File: src/rtl/mmu_rd_arbiter.sv
// Multi-channel read arbiter with an in-order ID FIFO that routes
// downstream responses back to the requesting channel.
module mmu_rd_arbiter #(
    parameter int CH     = 2,
    parameter int AWIDTH = 32,
    parameter int DWIDTH = 32,
    parameter int DEPTH  = 4,
    parameter int RR     = 1
) (
    input  logic                 CLK,
    input  logic                 RST,
    input  logic [CH-1:0]        REQ_RDEN,
    input  logic [CH*AWIDTH-1:0] REQ_RADDR,
    output logic [CH-1:0]        REQ_GRANT,
    output logic [CH-1:0]        RSP_RVALID,
    output logic [DWIDTH-1:0]    RSP_RDATA,
    output logic                 MEM_WAIT,
    output logic                 ERR,
    output logic                 M_RDEN,
    output logic [AWIDTH-1:0]    M_RADDR,
    input  logic                 M_RREADY,
    input  logic                 M_RVALID,
    input  logic [DWIDTH-1:0]    M_RDATA
);

    localparam int IDW = (CH > 1) ? $clog2(CH) : 1;
    localparam int PW  = $clog2(DEPTH);
    localparam int CW  = PW + 1;
    localparam logic [IDW-1:0] LAST_RST = IDW'(CH - 1);

    logic [CW-1:0]  count;
    logic [PW-1:0]  wr_ptr;
    logic [PW-1:0]  rd_ptr;
    logic [IDW-1:0] id_mem [DEPTH];
    logic [IDW-1:0] last_grant;
    logic [IDW-1:0] grant_id;
    logic [IDW-1:0] head_id;
    logic           found;
    logic           grant_ok;
    logic           push;
    logic           pop;
    int             idx;

    assign MEM_WAIT = (count == CW'(DEPTH));
    // The issue slot is usable when empty or being drained this cycle.
    assign grant_ok = !MEM_WAIT && (!M_RDEN || M_RREADY);

    always_comb begin
        found    = 1'b0;
        grant_id = '0;
        idx      = 0;
        for (int k = 0; k < CH; k++) begin
            if (RR != 0) begin
                idx = (int'(last_grant) + 1 + k) % CH;
            end else begin
                idx = k;
            end
            if (!found && REQ_RDEN[idx[IDW-1:0]]) begin
                found    = 1'b1;
                grant_id = idx[IDW-1:0];
            end
        end
    end

    assign push      = grant_ok && found;
    assign pop       = M_RVALID && (count != '0);
    assign head_id   = id_mem[rd_ptr];
    assign REQ_GRANT = push ? (CH'(1) << grant_id) : '0;

    always_ff @(posedge CLK) begin
        if (push) begin
            id_mem[wr_ptr] <= grant_id;
        end
    end

    always_ff @(posedge CLK or posedge RST) begin
        if (RST) begin
            M_RDEN     <= 1'b0;
            M_RADDR    <= '0;
            RSP_RVALID <= '0;
            RSP_RDATA  <= '0;
            ERR        <= 1'b0;
            count      <= '0;
            wr_ptr     <= '0;
            rd_ptr     <= '0;
            last_grant <= LAST_RST;
        end else begin
            if (push) begin
                M_RDEN     <= 1'b1;
                M_RADDR    <= REQ_RADDR[int'(grant_id)*AWIDTH +: AWIDTH];
                wr_ptr     <= wr_ptr + 1'b1;
                last_grant <= grant_id;
            end else if (M_RREADY) begin
                M_RDEN <= 1'b0;
            end
            if (pop) begin
                rd_ptr     <= rd_ptr + 1'b1;
                RSP_RVALID <= CH'(1) << head_id;
                RSP_RDATA  <= M_RDATA;
            end else begin
                RSP_RVALID <= '0;
            end
            // A response with nothing outstanding is dropped and flagged.
            if (M_RVALID && (count == '0)) begin
                ERR <= 1'b1;
            end
            count <= count + CW'(push) - CW'(pop);
        end
    end

endmodule

File: config.mk
export PLATFORM = sky130hd
export DESIGN_NAME = mmu_rd_arbiter
export DESIGN_NICKNAME = d
export VERILOG_FILES = /design/src/rtl/mmu_rd_arbiter.sv
export SDC_FILE = /design/constraint.sdc
export NUM_CORES = 1
export LEC_CHECK = 0
export BUFFER_PORTS_ARGS = -buffer_cell sky130_fd_sc_hd__buf_2
export CORE_ASPECT_RATIO = 2
export CORE_MARGIN = 8
export CORE_UTILIZATION = 42
export DETAILED_ROUTE_END_ITERATION = 12
export HOLD_SLACK_MARGIN = 0.02
export PLACE_DENSITY = 0.76
export SYNTH_ARGS = -nofsm -noshare
export SYNTH_HDL_FRONTEND = slang
export SYNTH_SLANG_ARGS = --single-unit
File: constraint.sdc
create_clock -name CLK -period 2.27 [get_ports CLK]
set_clock_uncertainty 0.2 [all_clocks]
set_input_delay 0.1135 -clock CLK [delete_from_list [all_inputs] [get_ports CLK]]
set_output_delay 0.1135 -clock CLK [all_outputs]
set_load 0.02 [all_outputs]
==> impl_metrics.ini, run 1 <==
[clocking]
cts.sinks = 80
root_buffer = clkbuf_16
clock_latency_ns = 0.32
htree_levels = 3
cts_tree = done
cts_buffers = 9
path_clk_slew_ns = 0.06
clock_path_buffers = 2

[synth]
synth_common_cells = 75 x dfrtp_1, 60 x mux2_2, 30 x mux2_4
netlist_area_sq_um = 3690
ys_ff_latch = 80
synth-seq-area-share = 0.5483
synth_ff_type = dfrtp_1
synth_top_cell_area_share = 0.5086
synth_edf_count = 4
ys_types = 25
synthCells = 228
yosysTopAreaCell = dfrtp_1
async_flop_share = 0.9500
syn_avg_cell_area_sq_um = 16.18
synth_area_leaders = dfrtp_1 51%, mux2_2 18%, mux2_4 12%, buf_6 3.4%, edfxtp_1 3.3%
yosysMostFrequentCell = dfrtp_1
syn-num-nets = 337
ys_warn_count = 0

[routing]
routed_wl_mm = 11.11
drtAntennaViolNets = 0
vias = 2928
drc = 0
firstDrtPassIters = 4
drt_iter0_drc = 65
avgViaCountPerCell = 4.746
route.detailed.wl_per_inst_um = 18.01

[global_routing]
grt_pass1_wl_mm = 16.62
grt_util_all_layers = 0.1806
antenna_found_initial = 3
overflow = 0
grt_pass1_vias = 3466
grt_max_degree = 54

[sta]
setup_ws_ns = -0.009335
rsz0062_at_grt = true
period_share = 1.004
setup-violations-final = 1
hold_ws_ns = 0.1224
max_freq_mhz = 438.7
fin_crit_ns = 2.279
slew_headroom = 0.6234
finalSetupTns_ns = -0.009335
slew_viol_final = 0
worst_pin_slew_ns = 0.5638
hold_viol_final = 0

[power_and_ir_drop]
vdd_drop_max_v = 0.0008622
p_leak_nw = 2.957
p_per_area_nw_per_um2 = 1166
finalPower_mw = 7.060

[layout]
fillers = 563
fin_nets = 618
final_util = 0.7050
drive_above_1_share = 0.5934
synthToLayoutAreaGrowth_pct = 64.09

[run_status]
status = complete, but fails checks
violations = negative setup slack

[floorplan]
die_h_um = 148.6
rows = 48
core_sq_um = 8588
die_area_sq_um = 12220
initial_core_util = 0.4296
die_w_um = 82.28
ios = 173

[setup_path]
end_kind = flip-flop
worstPathMaxFanout = 15
crit_required_ns = 2.28
slowest_delay_ns = 0.56
start_kind = flip-flop
cp_cell_sequence = a21boi_4 -> buf_4 -> mux2_4 -> dlygate4sd3_1 -> mux2_2
cp.arrival_ns = 2.29
crit_buf_inv = 2
path_class = reg2reg
path_delay_family = buffers and inverters
crit_slowest_cell = dlygate4sd3_1

[placed_design]
pre_cts_slack_ns = -0.01649
place_congestion = 0.7217
port_buffers = 172
dp_hpwl_mm = 6.969

[job]
maxCapViolCount = 0

[min_path]
hold_class = in2reg
-- final timing paths --
path	start	end	slack, ns	cells after the start
hold reg to reg	ERR	ERR	0.27	1
min in group asynchronous	RST	M_RADDR[26]	0.21	3
max in group asynchronous	RST	last_grant	0.97	4
setup reg to reg	last_grant	M_RADDR[7]	-0.009	5
hold / removal	REQ_RADDR[3]	M_RADDR[3]	0.12	4
setup / recovery	last_grant	M_RADDR[7]	-0.009	5
-- routing by layer --
layer,global-route usage,wire length [um],part of all wire,vias to the layer above
met5,0,0,0,-
met4,0.09292,339,0.031,0
met3,0.04353,734,0.066,26
met2,0.3441,6590,0.59,113
met1,0.1613,3449,0.31,1426
li1,-,-,-,1363
-- metrics by stage --
stage | cells | area [sq um]
after floorplan | 228 | 3710
after global placement | 496 | 4662
after detailed placement | 496 | 4662
after CTS | 612 | 5992
after global routing | 617 | 6055
final | 617 | 6055
-- cells by family (layout without fill, tap and decap cells) --
logic type,after synthesis,after routing,synth area share
adder cells (fa/ha/maj),7,7,0.02577
multiplexers,99,99,0.3357
AND/OR/NAND/NOR,15,15,0.02916
other,0,3,0
flip-flops,80,80,0.5483
AO/OA/AOI/OAI,3,3,0.006445
buffers and inverters,19,305,0.04273
XOR/XNOR,5,5,0.01187
-- tightest hold or removal path: stages --
cell            delay, ns
buf_2                0.07
mux2_4               0.12
dlymetal6s4s_1       0.17
mux2_2               0.13
-- cell type report --
cell class	count	area (sq um)	share of cell area
Antenna cell	3	7.507	0.001240
Clock buffer	10	229.0	0.03782
Clock inverter	6	92.59	0.01529
Inverter	7	30.03	0.004960
Multi-Input combinational cell	129	1567	0.2587
Sequential cell	80	2026	0.3346
Tap cell	100	125.1	0.02067
Timing Repair Buffer	282	1978	0.3267
-- sequential cells by signal, summed over array words and instances (netlist names), 2 cells and up --
name	count
M_RADDR	32
RSP_RDATA	32
RSP_RVALID	2
count	3
id_mem	4
rd_ptr	2
wr_ptr	2
-- report_power, final --
part           internal (mW)  total, mW  switching [mW]
Clock                  0.969       1.53           0.566
Combinational           1.52       3.14            1.62
Sequential              2.05       2.39           0.337
Total                   4.54       7.06            2.52
-- repair_timing --
| item | in CTS | in global routing |
|---|---|---|
| pin swaps | 3 | 6 |
| hold endpoints to repair | 89 | 0 |
| setup buffers | 1 | 2 |
| hold buffers | 99 | 0 |
| setup endpoints to repair | 2 | 11 |
| resized for setup | 4 | 12 |
-- cell usage in the layout, fill, tap and decap left out, types with 2 or more instances in the layout --
cell type	count
diode_2	3
clkbuf_16	9
inv_1	3
ha_4	2
xnor2_1	3
dlymetal6s4s_1	6
dlygate4sd3_1	93
edfxtp_1	4
dfrtp_2	2
ha_1	4
buf_4	8
buf_2	172
and2_1	6
dfrtp_1	73
mux2_2	58
mux2_1	8
mux2_4	32
nor2_1	2
buf_12	2
inv_2	3
clkinvlp_4	3
bufinv_16	2
Power figures use the tool's default switching activity.
==> run 2: changes to the inputs <==
--- a/config.mk
+++ b/config.mk
@@ -10,4 +10,5 @@
 export CORE_MARGIN = 8
 export CORE_UTILIZATION = 42
+export CTS_CLUSTER_SIZE = 14
 export DETAILED_ROUTE_END_ITERATION = 12
 export HOLD_SLACK_MARGIN = 0.02
--- a/constraint.sdc
+++ b/constraint.sdc
@@ -3,3 +3,3 @@
 set_input_delay 0.1135 -clock CLK [delete_from_list [all_inputs] [get_ports CLK]]
 set_output_delay 0.1135 -clock CLK [all_outputs]
-set_load 0.02 [all_outputs]
+set_load 0.05 [all_outputs]
==> run 2 against run 1 <==
The run now ends clean. Highest routed layer unchanged. Die area is the same. Power rose by 15%. Critical endpoint is now count[2]. Flip-flop and latch count unchanged. Sequential share of layout area is 0.12 points lower.
==> impl_metrics.ini, run 2 (synthesized netlist as in run 1, its figures left out) <==
[setup_path]
reg2reg_to = count[2]
cp.arrival_ns = 2.29
path_class = reg2reg
cp-endpoint = count[2]
r2r_cells = 10
worstPathMaxFanout = 4
start_kind = flip-flop
crit_required_ns = 2.32
rrSetupSlack_ns = 0.03
reg2reg_from = count[1]
crit_start = count[1]
end_kind = flip-flop

[global_routing]
grt_max_degree = 41
grt_use_met3 = 0.05018
met1_usage = 0.1721
grt_pass1_wl_mm = 16.99
grt_util_all_layers = 0.1839
overflow = 0
antenna_found_initial = 0
grt_pass1_vias = 3439
grt_busiest_layer = met2
met2_usage = 0.3248

[power_and_ir_drop]
vdd_drop_max_v = 0.0008082
p_leak_nw = 3.049
p_per_area_nw_per_um2 = 1340

[layout]
synthToLayoutAreaGrowth_pct = 64.70
fin_nets = 622
antennaDiodeCount = 0
drive_above_1_share = 0.5965
fin_cells = 618
fin_area_sq_um = 6077
final_common_cell = buf_2
final_cell_mix = 172 x buf_2, 84 x dlygate4sd3_1, 73 x dfrtp_1, 59 x mux2_2, 31 x mux2_4
reg_top3 = M_RADDR (32), RSP_RDATA (32), id_mem (4)
final_util = 0.7076

[routing]
route.detailed.wl_per_inst_um = 17.98
avgViaCountPerCell = 4.799
vias = 2966
drc = 0
drt_iter0_drc = 62
drtAntennaViolNets = 0
routed_wl_mm = 11.11
firstDrtPassIters = 4

[clocking]
cts_tree = done
cts_buffers = 9
path_clk_slew_ns = 0.06
root_buffer = clkbuf_16
clock_path_buffers = 2
clock_latency_ns = 0.33
cts.sinks = 80
htree_levels = 3

[floorplan]
die_area_sq_um = 12220
die_w_um = 82.28
core_sq_um = 8588
ios = 173
die_h_um = 148.6
rows = 48
initial_core_util = 0.4296

[placed_design]
port_buffers = 172
post_dp_cell_area_sq_um = 4637
dp_hpwl_mm = 6.889
place_congestion = 0.7582
dp.cells = 495

[sta]
slew_headroom = 0.4862
max_freq_mhz = 446.6
period_share = 0.9864
worst_pin_slew_ns = 0.7696
hold_viol_final = 0
setup-violations-final = 0
fin_crit_ns = 2.239
rsz0062_at_grt = true
slew_viol_final = 0

[job]
maxCapViolCount = 0

[run_status]
status = finished, final reports clean

[min_path]
whs_path_depth = 4
hold_class = in2reg
-- run 2: changes by cell type in the layout (fill, tap and decap cells not counted), moves of 2 or more --
cell,previous run,this run
dlygate4sd3_1,93,84
dlymetal6s4s_1,6,15
buf_4,8,11
diode_2,3,0
bufinv_16,2,0
inv_6,1,3
-- run 2: repair_timing --
| action | in CTS | in global routing |
|---|---|---|
| hold buffers | 99 | 0 |
| endpoints found under the hold margin | 98 | 0 |
| pin swaps | 4 | 7 |
| cloned | 0 | 1 |
| setup endpoints to repair | 2 | 10 |
| setup buffers | 5 | 2 |
| gates resized for setup | 6 | 23 |
-- run 2: metrics by stage --
step	hold slack, ns	worst slack, ns	TNS [ns]	power, mW
6_report	0.1153	0.03090	0	8.142
5_1_grt	0.1209	-0.06166	-0.08144	8.551
4_1_cts	0.1390	0.006529	0	8.099
3_5_place_dp	0.1107	-0.005548	-0.005548	6.429
3_3_place_gp	0.1017	0.1065	0	6.317
2_1_floorplan	0.03044	-0.2961	-0.6788	5.515
-- run 2: power breakdown --
| part | internal [mW] | total [mW] | switching [mW] |
|---|---|---|---|
| sequential | 2.05 | 2.39 | 0.334 |
| combinational | 1.56 | 4.42 | 2.85 |
| clock | 0.749 | 1.34 | 0.592 |
| total | 4.37 | 8.14 | 3.78 |
-- run 2: per-layer routing --
metal | share of wire | vias up
met5 | 0 | -
met4 | 0.040 | 0
met2 | 0.56 | 124
met3 | 0.086 | 34
li1 | - | 1381
met1 | 0.32 | 1427
-- run 2: critical path, stage by stage, from the launching register on --
cell     delay, ns
dfrtp_2       0.44
nor3b_4       0.27
nor3_4        0.07
inv_2         0.09
ha_4          0.20
inv_4         0.05
ha_4          0.12
inv_2         0.03
fa_2          0.36
xnor2_2       0.15
xnor2_1       0.17
-- run 2: worst min path at each step --
stage	startpoint	to	slack, ns
after global routing	REQ_RADDR[5]	M_RADDR[5]	0.12
after global placement	RST	RSP_RDATA[11]	0.10
after detailed placement	RST	RSP_RDATA[11]	0.11
after CTS	REQ_RDEN[0]	id_mem[3]	0.14
final	REQ_RADDR[50]	M_RADDR[18]	0.12
after floorplan	M_RVALID	ERR	0.03
-- run 2: cell type report --
class,instances,area (sq um)
clock buffer,9,225.2
clock inverter,7,53.80
fill,525,2511
inverter,7,28.78
multi-input combinational,129,1567
sequential,80,2026
tap,100,125.1
timing repair buffer,286,2052
